==> src/rtl/mem_arbiter.sv <==
// Round-robin arbiter sharing one single-port memory between the fetch port and
// the load/store port. One memory transaction is in flight at a time.
module mem_arbiter #(
    parameter int ADDR_W  = 32,
    parameter int DATA_W  = 32,
    parameter int MEM_LAT = 2
) (
    input  logic              clk,
    input  logic              nrst,
    input  logic              if_req,
    input  logic [ADDR_W-1:0] if_addr,
    output logic              if_gnt,
    output logic              if_rvalid,
    output logic [DATA_W-1:0] if_rdata,
    input  logic              d_req,
    input  logic              d_we,
    input  logic [ADDR_W-1:0] d_addr,
    input  logic [DATA_W-1:0] d_wdata,
    output logic              d_gnt,
    output logic              d_rvalid,
    output logic [DATA_W-1:0] d_rdata,
    output logic              mem_en,
    output logic              mem_we,
    output logic [ADDR_W-1:0] mem_addr,
    output logic [DATA_W-1:0] mem_wdata,
    input  logic [DATA_W-1:0] mem_rdata
);

    typedef enum logic [1:0] {IDLE, ISSUE, WAIT, RESP} state_t;

    localparam int   CNT_W  = 4;
    localparam logic WIN_IF = 1'b0;
    localparam logic WIN_D  = 1'b1;

    state_t           state_q, state_d;
    logic             win_q, win_d;
    logic             last_win_q, last_win_d;
    logic [CNT_W-1:0] cnt_q, cnt_d;
    logic             pick;
    logic             issue_go;
    logic             resp_if, resp_d;

    // With both ports requesting, the one that did not win last time goes next.
    always_comb begin
        if (if_req && d_req) pick = ~last_win_q;
        else                 pick = d_req ? WIN_D : WIN_IF;
    end

    always_comb begin
        state_d    = state_q;
        win_d      = win_q;
        last_win_d = last_win_q;
        cnt_d      = cnt_q;
        case (state_q)
            IDLE: begin
                if (if_req || d_req) begin
                    win_d   = pick;
                    state_d = ISSUE;
                end
            end
            ISSUE: begin
                last_win_d = win_q;
                cnt_d      = CNT_W'(MEM_LAT - 1);
                state_d    = (MEM_LAT == 1) ? RESP : WAIT;
            end
            WAIT: begin
                cnt_d = cnt_q - 1'b1;
                if (cnt_q <= CNT_W'(1)) state_d = RESP;
            end
            RESP: begin
                state_d = IDLE;
            end
            default: begin
                state_d = IDLE;
            end
        endcase
    end

    assign issue_go = (state_q == IDLE) && (state_d == ISSUE);
    assign resp_if  = (state_q == RESP) && (win_q == WIN_IF);
    assign resp_d   = (state_q == RESP) && (win_q == WIN_D);

    // Every output is a register; grant and strobe are set on the IDLE->ISSUE edge.
    always_ff @(posedge clk) begin
        if (nrst) begin
            state_q    <= IDLE;
            win_q      <= WIN_IF;
            last_win_q <= WIN_D;
            cnt_q      <= '0;
            if_gnt     <= 1'b0;
            d_gnt      <= 1'b0;
            if_rvalid  <= 1'b0;
            d_rvalid   <= 1'b0;
            mem_en     <= 1'b0;
            mem_we     <= 1'b0;
            mem_addr   <= '0;
            mem_wdata  <= '0;
            if_rdata   <= '0;
            d_rdata    <= '0;
        end else begin
            state_q    <= state_d;
            win_q      <= win_d;
            last_win_q <= last_win_d;
            cnt_q      <= cnt_d;
            if_gnt     <= issue_go && (pick == WIN_IF);
            d_gnt      <= issue_go && (pick == WIN_D);
            mem_en     <= issue_go;
            if_rvalid  <= resp_if;
            d_rvalid   <= resp_d;
            if (issue_go) begin
                mem_addr <= (pick == WIN_D) ? d_addr : if_addr;
                mem_we   <= (pick == WIN_D) && d_we;
                if (pick == WIN_D) mem_wdata <= d_wdata;
            end
            if (resp_if)            if_rdata <= mem_rdata;
            if (resp_d && !mem_we)  d_rdata  <= mem_rdata;
        end
    end

endmodule

==> config.mk <==
export PLATFORM = sky130hd
export DESIGN_NAME = mem_arbiter
export DESIGN_NICKNAME = d
export VERILOG_FILES = /design/src/rtl/mem_arbiter.sv
export SDC_FILE = /design/constraint.sdc
export NUM_CORES = 1
export LEC_CHECK = 0
export BUFFER_PORTS_ARGS = -buffer_cell sky130_fd_sc_hd__buf_2
export CAP_MARGIN = 20
export CORE_ASPECT_RATIO = 1.75
export CORE_MARGIN = 2
export CORE_UTILIZATION = 48
export CTS_CLUSTER_DIAMETER = 200
export DETAILED_ROUTE_END_ITERATION = 8
export PLACE_DENSITY = 0.81
export SLEW_MARGIN = 40
export SYNTH_ARGS = -nofsm -noshare
export SYNTH_HDL_FRONTEND = slang
export SYNTH_SLANG_ARGS = --single-unit
==> constraint.sdc <==
create_clock -name clk -period 2.3 [get_ports clk]
set_input_delay 0.115 -clock clk [delete_from_list [all_inputs] [get_ports clk]]
set_output_delay 0.115 -clock clk [all_outputs]
set_load 0.01 [all_outputs]
## Word-level counts from Yosys, hierarchy flattened

Index checks and enable logic that the tools add are counted.

| operators by class | value |
|---|---|
| $add $sub $neg | 1 |
| multiplexer cells | 7 |
| order comparisons | 1 |
| reduce and logical (&&, ||, !) cells | 14 |
| equal/unequal tests | 4 |
| bitwise gates (word level) | 3 |

Operator list:

| cell | number |
|---|---|
| 2-to-1 mux 32 bit | 1 |
| logical AND 1 bit | 8 |
| case mux 2 bit (4 select lines) | 1 |
| case mux 4 bit (2 select lines) | 1 |
| == test 2 x 1 -> 1 bit (second input constant) | 2 |
| == test 2 bit (second input constant) | 2 |
| <= comparator 4 x 1 -> 1 bit (second input constant) | 1 |
| 2-to-1 mux 2 bit | 2 |
| AND reduction 2 bit | 2 |
| subtractor 4 x 1 -> 4 bit (second input constant) | 1 |
| NOT 1 bit | 3 |
| zero test 2 bit | 1 |
| 2-to-1 mux 1 bit | 2 |
| nonzero test 2 bit | 1 |
| zero test 1 bit | 1 |
| logical OR 1 bit | 1 |

| word-level totals | value |
|---|---|
| register bits | 142 |
| logic and storage cells | 44 |
| output and inout port bits | 134 |
| input bits | 133 |

## Logic depth before layout (Yosys ltp)

Gate-level depths: netlist of the first run.

| logic depth | value |
|---|---|
| depth in word-level cells | 6 |
| mapped depth | 9 |
| gate-level depth less buffers | 6 |

## Worst setup path after synthesis of the first run

No wires, ideal clock.

| path | value |
|---|---|
| kind | register -> register |
| from | register state_q[0] |
| to | register mem_addr[10] |
| arrival | 1847 ps |
| setup time | 146 ps |
| slack | 307 ps |
| period minus slack after synthesis | 1993 ps |
| stages on the path, launching flop included | 10 |
| cell sequence | dfxtp_1 > inv_1 > ha_1 > buf_6 > nand2b_4 > nor3_4 > and2_1 > buf_6 > buf_6 > a211oi_2 |

| between the ends | value |
|---|---|
| word-level cells in the longest chain between the ends | 4 |

Ends and longest elaborated chain:

| what | RTL line | source |
|---|---|---|
| start: declaration | 35 | `state_t state_q, state_d;` |
| start signal: assignment | 101 | `state_q <= state_d;` |
| == test 2 bit, or another cell as far along | 54 | `case (state_q)` |
| case mux 2 bit (4 select lines) (*) | 54 |  |
| net state_d[1] | 35 |  |
| == test 2 x 1 -> 1 bit (*) | 79 | `assign issue_go = (state_q == IDLE) && (state_d == ISSUE);` |
| logical AND 1 bit (*) | 79 |  |
| end signal: assignment | 111 | `mem_addr <= (pick == WIN_D) ? d_addr : if_addr;` |
| end: declaration | 24 | `output logic [ADDR_W-1:0] mem_addr,` |

Mark *: on every way through the listed nets, which the timed path passes. The rest lies on a longest branch.
A chain may end at the register's enable or synchronous reset.

## Final worst setup path of the first run

| path | value |
|---|---|
| from | register state_q[0] |
| to | register mem_wdata[9] |

| between the ends | value |
|---|---|
| word-level cells in the longest chain between the ends | 5 |

Ends and longest elaborated chain:

| what | RTL line | source |
|---|---|---|
| == test 2 bit, or another cell as far along | 54 |  |
| case mux 2 bit (4 select lines) | 54 |  |
| == test 2 x 1 -> 1 bit | 79 |  |
| logical AND 1 bit (*) | 79 |  |
| AND reduction 2 bit (no line) (*) | - |  |
| end signal: assignment | 113 | `if (pick == WIN_D) mem_wdata <= d_wdata;` |
| end: declaration | 25 | `output logic [DATA_W-1:0] mem_wdata,` |

Mark *: on every way between the ends. The rest lies on a longest branch, timed or not.

==> flow_metrics.py, run 1 <==
metrics = {
    "floorplanning": {
        "start_util_pct": 49.1,
        "fp.dieH_um": 153,
        "die-area_sq_mm": 0.0137,
        "rows": 54,
        "die_x_um": 89.2,
        "core_sq_mm": 0.0124,
        "ios": 267,
    },
    "worst_setup_path": {
        "crit_chain": "inv_1 -> ha_1 -> nor2_1 -> nor2_2 -> and4b_2 -> buf_12 -> mux2i_1",
        "slowest_delay_ns": 0.43,
        "worstSetupPathType": "reg2reg",
        "cp-start-kind": "flip-flop",
        "cp_data_arrival_time_ns": 2.22,
        "path_delay_family": "simple AND/OR/NAND/NOR gates",
        "slowest_stage": "dfxtp_1",
        "worstPathMaxFanout": 32,
        "crit_buf_inv": 2,
        "worst_setup_path_end_kind": "flip-flop",
        "cp.required_ns": 2.59,
    },
    "clocking": {
        "cts_made_buffers": 17,
        "clock_sinks": 142,
        "cts_tree": "built",
        "clkTransAtPathRegs_ns": 0.06,
        "htree_levels": 4,
        "worstSkewPairLatency_ns": 0.41,
        "post-cts-setup-buffers": 0,
        "cts_resized": 0,
        "root_buffer": "clkbuf_16",
        "cts_max_path_buffers": 2,
    },
    "route": {
        "routed_wl_mm": 16.4,
        "drt-initial-drc-count": 196,
        "drtPass1Iterations": 4,
        "drt_drc_violations_left": 0,
        "vias": 5545,
        "ant_nets": 0,
        "routedWlPerCell_um": 14.8,
        "via_per_inst": 5.02,
    },
    "timing": {
        "finalHoldViolations": 0,
        "setup_violations": 0,
        "max_freq_mhz": 516,
        "tightest_slew_ns": 0.663,
        "min_period_ns": 1.94,
        "fin_crit_sh_pct": 84.2,
        "slew_viol_final": 0,
        "fin_skew_ns": 0.00771,
        "tns_ns": 0,
        "slew_headroom_pct": 55.8,
        "rsz0062_at_grt": "false",
    },
    "placement": {
        "port_buffers": 266,
        "gp_congestion": 0.780,
        "dp.cells": 1033,
        "post_dp_cell_area_sq_mm": 0.00752,
        "dpl.hpwl_mm": 10.8,
    },
    "final_layout": {
        "area_delta_synth_final_pct": 39.0,
        "post-route-cell-area_sq_mm": 0.00848,
        "finalNonFillerCells": 1104,
        "antenna_cells": 0,
        "final_common_cell": "buf_2",
        "drive_gt1_share_pct": 43.2,
        "final_cell_mix": "265 x buf_2, 142 x dfxtp_1, 133 x nand2_1",
        "nNetsFinal": 1063,
    },
    "grt": {
        "grt-ovfl-total": 0,
        "grt_usage_pct": 23.3,
        "grt_first_pass_wirelength_mm": 25.2,
        "grt_pass1_vias": 5410,
        "antenna_found_initial": 0,
        "grt_max_degree": 78,
    },
    "yosys": {
        "ys_seq_elements": 142,
        "ys_seq_area_share_pct": 46.6,
        "syn_inst": 641,
        "syn_avg_cell_area_sq_um": 9.52,
        "synth_fp_nets": 781,
        "syn_area_sq_mm": 0.00610,
        "netlist-cell-type-count": 38,
        "yosysWarnings": 0,
    },
    "hold_path": {
        "worstHoldPathType": "in2reg",
    },
    "power_and_ir_drop": {
        "powerDensity_mw_per_mm2": 1070,
        "vdd_drop_max_uv": 786,
        "p_leak_uw": 0.00370,
    },
    "flow_run": {
        "maxCapViolations": 0,
    },
    "run_status": {
        "outcome": "finished clean",
    },
}
metal layers:
layer  part of all wire [%]  global-route usage (%)  up-vias
met5                      0                       0        -
met4                    3.5                    11.9        0
met3                    7.0                    6.37       45
met1                     38                    24.4     2539
met2                     52                    41.1      241
li1                       -                       -     2720
tightest hold or removal path: stages:
cell     delay [ns]
buf_2          0.09
or2b_2         0.14
mux2i_1        0.05
state kept, by name, indices dropped and copies added, names as in the netlist:
register / count
cnt_q: 4
d_gnt: 1
d_rdata: 32
d_rvalid: 1
if_gnt: 1
if_rdata: 32
if_rvalid: 1
last_win_q: 1
mem_addr: 32
mem_en: 1
mem_wdata: 32
mem_we: 1
state_q: 2
win_q: 1
worst paths after layout:
path	from	end	slack [ns]	cells after the start
hold / removal	d_wdata[17]	mem_wdata[17]	0.03	3
setup / recovery	state_q[0]	mem_wdata[9]	0.36	7
setup reg to reg	state_q[0]	mem_wdata[9]	0.36	7
hold reg to reg	if_rdata[6]	if_rdata[6]	0.45	2
synth_stat cells:
master	n	area, sq um
buf_12	3	60.1
buf_4	1	7.51
nand3b_1	1	7.51
and4b_1	1	10.0
o21ai_0	3	15.0
buf_1	1	3.75
nand2_1	133	499
dfxtp_1	142	2840
a211oi_1	2	15.0
a211o_1	1	8.76
clkbuf_4	2	15.0
a21boi_0	1	7.51
buf_6	7	78.8
nand2b_4	1	13.8
or2_2	1	6.26
nand3_1	2	10.0
buf_2	6	30.0
nand2b_1	13	81.3
nand4_1	1	6.26
clkbuf_1	34	128
and2_1	1	6.26
mux2i_1	64	641
ha_1	7	87.6
nor3b_1	1	7.51
nor3_4	1	16.3
a21oi_1	100	500
nor3_1	2	10.0
nor2_1	12	45.0
or2b_2	53	464
a21bo_2	1	10.0
nor4b_4	1	23.8
inv_1	5	18.8
nor2b_1	3	18.8
a211oi_2	30	375
nor2_2	1	6.26
a22oi_1	1	7.51
nand4b_1	1	8.76
o31ai_1	1	7.51
stage by stage:
step / total power [uW] / util [%] / hold slack [ns] / setup WS [ns]
floorplan: 5610 / - / 0.251 / 0.307
global placement: 6320 / 60.5 / 0.367 / 0.408
detailed placement: 6410 / 60.5 / 0.372 / 0.355
CTS: 9120 / 68.2 / 0.0176 / 0.348
global route: 9570 / 68.2 / 0.0200 / 0.245
finish: 9060 / 68.2 / 0.0332 / 0.363
cells by family (layout without fill, tap and decap cells):
kind of cell             Yosys count  count (layout)  share of synthesized area, %
AND/OR/NAND/NOR                  229             229                          20.3
flip-flops                       142             142                          46.6
AO/OA/AOI/OAI                    140             140                          15.5
multiplexers                      64              64                          10.5
buffers and inverters             59             354                          5.60
adder cells (fa/ha/maj)            7               7                          1.44
layout make-up:
class | instances | area [sq um]
clock buffers | 18 | 439
clock inverters | 14 | 131
fillers | 998 | 3950
inverters | 5 | 18.8
multi-input cells | 440 | 2950
flip-flops and latches | 142 | 2840
well taps | 168 | 210
repair buffers | 317 | 1890
where the power goes:
| part | switching [uW] | internal, uW |
|---|---|---|
| Combinational | 1860 | 1490 |
| Clock | 1110 | 1530 |
| Sequential | 214 | 2860 |
| Total | 3180 | 5880 |
what timing repair did:
item | in CTS | in global routing
endpoints found under the setup margin | 0 | 0
hold endpoints to repair | 71 | 0
hold buffers | 39 | 0
(Power assumes the default switching activity.)
==> run 2: changes to the inputs <==
- CORE_UTILIZATION: 48 -> 43
- PLACE_DENSITY: 0.81 -> 0.77
- clock period: 2.3 -> 1.6 ns (I/O delays scaled with it)
==> flow_metrics.py, run 2 (synthesis gave the netlist of run 1 again) <==
metrics = {
    "run_status": {
        "outcome": "finished, violations left",
        "violations": "setup timing",
    },
    "timing": {
        "timing.final.ws_setup_ns": -0.107,
        "setup_violations": 53,
        "slew_headroom_pct": 78.1,
        "max_freq_mhz": 586,
        "finalHoldViolations": 0,
        "slew_viol_final": 0,
        "tns_ns": -2.35,
        "fin_crit_sh_pct": 107,
        "rsz0062_at_grt": "true",
        "tightest_slew_ns": 0.328,
        "fin_skew_ns": 0.0125,
        "min_period_ns": 1.71,
    },
    "clocking": {
        "clock_sinks": 142,
        "htree_levels": 4,
        "cts_max_path_buffers": 2,
        "cts_tree": "built",
        "cts_made_buffers": 17,
        "worstSkewPairLatency_ns": 0.41,
        "clkTransAtPathRegs_ns": 0.06,
        "root_buffer": "clkbuf_16",
    },
    "final_layout": {
        "nNetsFinal": 1106,
        "register_area_sq_mm": 0.00285,
        "drive_gt1_share_pct": 50.7,
        "area_delta_synth_final_pct": 53.4,
        "final_cell_mix": "265 x buf_2, 138 x dfxtp_1, 131 x nand2_1",
        "antenna_cells": 0,
        "fillCellCount": 1048,
        "multi_input_area_sq_mm": 0.00321,
        "final_common_cell": "buf_2",
        "fin_util_pct": 67.3,
    },
    "route": {
        "routed_wl_mm": 18.2,
        "routedWlPerCell_um": 15.8,
        "via_per_inst": 5.01,
        "ant_nets": 0,
        "drtPass1Iterations": 5,
        "drt_drc_violations_left": 0,
        "drt-initial-drc-count": 197,
        "vias": 5787,
    },
    "placement": {
        "gp_congestion": 0.776,
        "dpl.hpwl_mm": 11.1,
        "port_buffers": 266,
    },
    "worst_setup_path": {
        "worstPathMaxFanout": 8,
        "cp-start-kind": "flip-flop",
        "cp_data_arrival_time_ns": 2.02,
        "cp.required_ns": 1.92,
        "worst_setup_path_end_kind": "flip-flop",
        "worstSetupPathType": "reg2reg",
    },
    "floorplanning": {
        "start_util_pct": 43.9,
        "die_x_um": 94.0,
        "die-area_sq_mm": 0.0152,
        "ios": 267,
        "fp.dieH_um": 162,
        "rows": 57,
        "core_sq_mm": 0.0139,
    },
    "flow_run": {
        "maxCapViolations": 0,
    },
    "hold_path": {
        "worstHoldPathType": "in2reg",
    },
    "grt": {
        "grt-ovfl-total": 0,
        "grt_max_degree": 69,
        "grt_pass1_vias": 5854,
        "grt_first_pass_wirelength_mm": 27.1,
        "grt_usage_pct": 22.2,
        "antenna_found_initial": 0,
    },
    "power_and_ir_drop": {
        "total_power_uw": 15200,
        "vdd_drop_max_uv": 986,
        "powerDensity_mw_per_mm2": 1630,
        "p_leak_uw": 0.00403,
    },
}
-- run 2: changes by cell type in the layout (fill, tap and decap cells not counted), sizes merged --
cell         before  now
dlygate4sd3      39   49
clkbuf           18   23
buf             278  308
clkinvlp          4    3
clkinv            3    2
-- run 2: routing by layer --
layer	GRT usage, %	up-vias	share of wire (%)
li1	-	2802	-
met2	42.1	209	56
met1	22.7	2754	37
met4	8.63	0	1.9
met3	5.18	22	5.4
met5	0	-	0
-- run 2: path summary, 6_finish.rpt --
kind	from	to	slack, ns	depth (start not counted)
worst min-delay path	d_wdata[9]	mem_wdata[9]	0.02	3
worst max-delay path	state_q[1]	mem_wdata[23]	-0.11	8
worst max register to register	state_q[1]	mem_wdata[23]	-0.11	8
worst min register to register	d_rdata[24]	d_rdata[24]	0.45	2
-- run 2: per-stage QoR --
stage	worst slack [ns]	hold WS (ns)	cells	area [sq um]
2_1_floorplan	-0.123	0.216	641	6130
3_3_place_gp	-0.0632	0.333	1057	7700
3_5_place_dp	-0.125	0.337	1057	7700
4_1_cts	-0.0645	0.000289	1151	9080
5_1_grt	-0.166	0.0146	1156	9360
6_report	-0.107	0.0182	1156	9360
-- run 2: final cells by class --
cell class / instances / share of cell area, %
sequential: 142 / 30.5
inverter: 5 / 0.281
timing repair buffer: 360 / 26.4
tap: 177 / 2.37
clock inverter: 12 / 1.34
clock buffer: 20 / 4.88
multi-input combinational: 440 / 34.3
-- run 2: where the power goes --
| part | internal, uW | switching (uW) |
|---|---|---|
| combinational | 3450 | 3440 |
| sequential | 4130 | 332 |
| clock | 2270 | 1600 |
| total | 9840 | 5370 |
-- run 2: critical path: stages (launching register included) --
cell     delay [ns]
dfxtp_2        0.35
buf_4          0.13
ha_2           0.22
nor2_4         0.06
nor2_2         0.09
and4b_2        0.27
buf_6          0.14
buf_16         0.14
mux2i_2        0.22
-- run 2: timing repair --
item | 4_1_cts | 5_1_grt
buffers inserted | 8 | 2
gates resized for setup | 41 | 46
endpoints found under the setup margin | 67 | 95
hold buffers | 49 | 0
cloned | 5 | 4
hold endpoints to repair | 81 | 0
pin swaps | 27 | 9
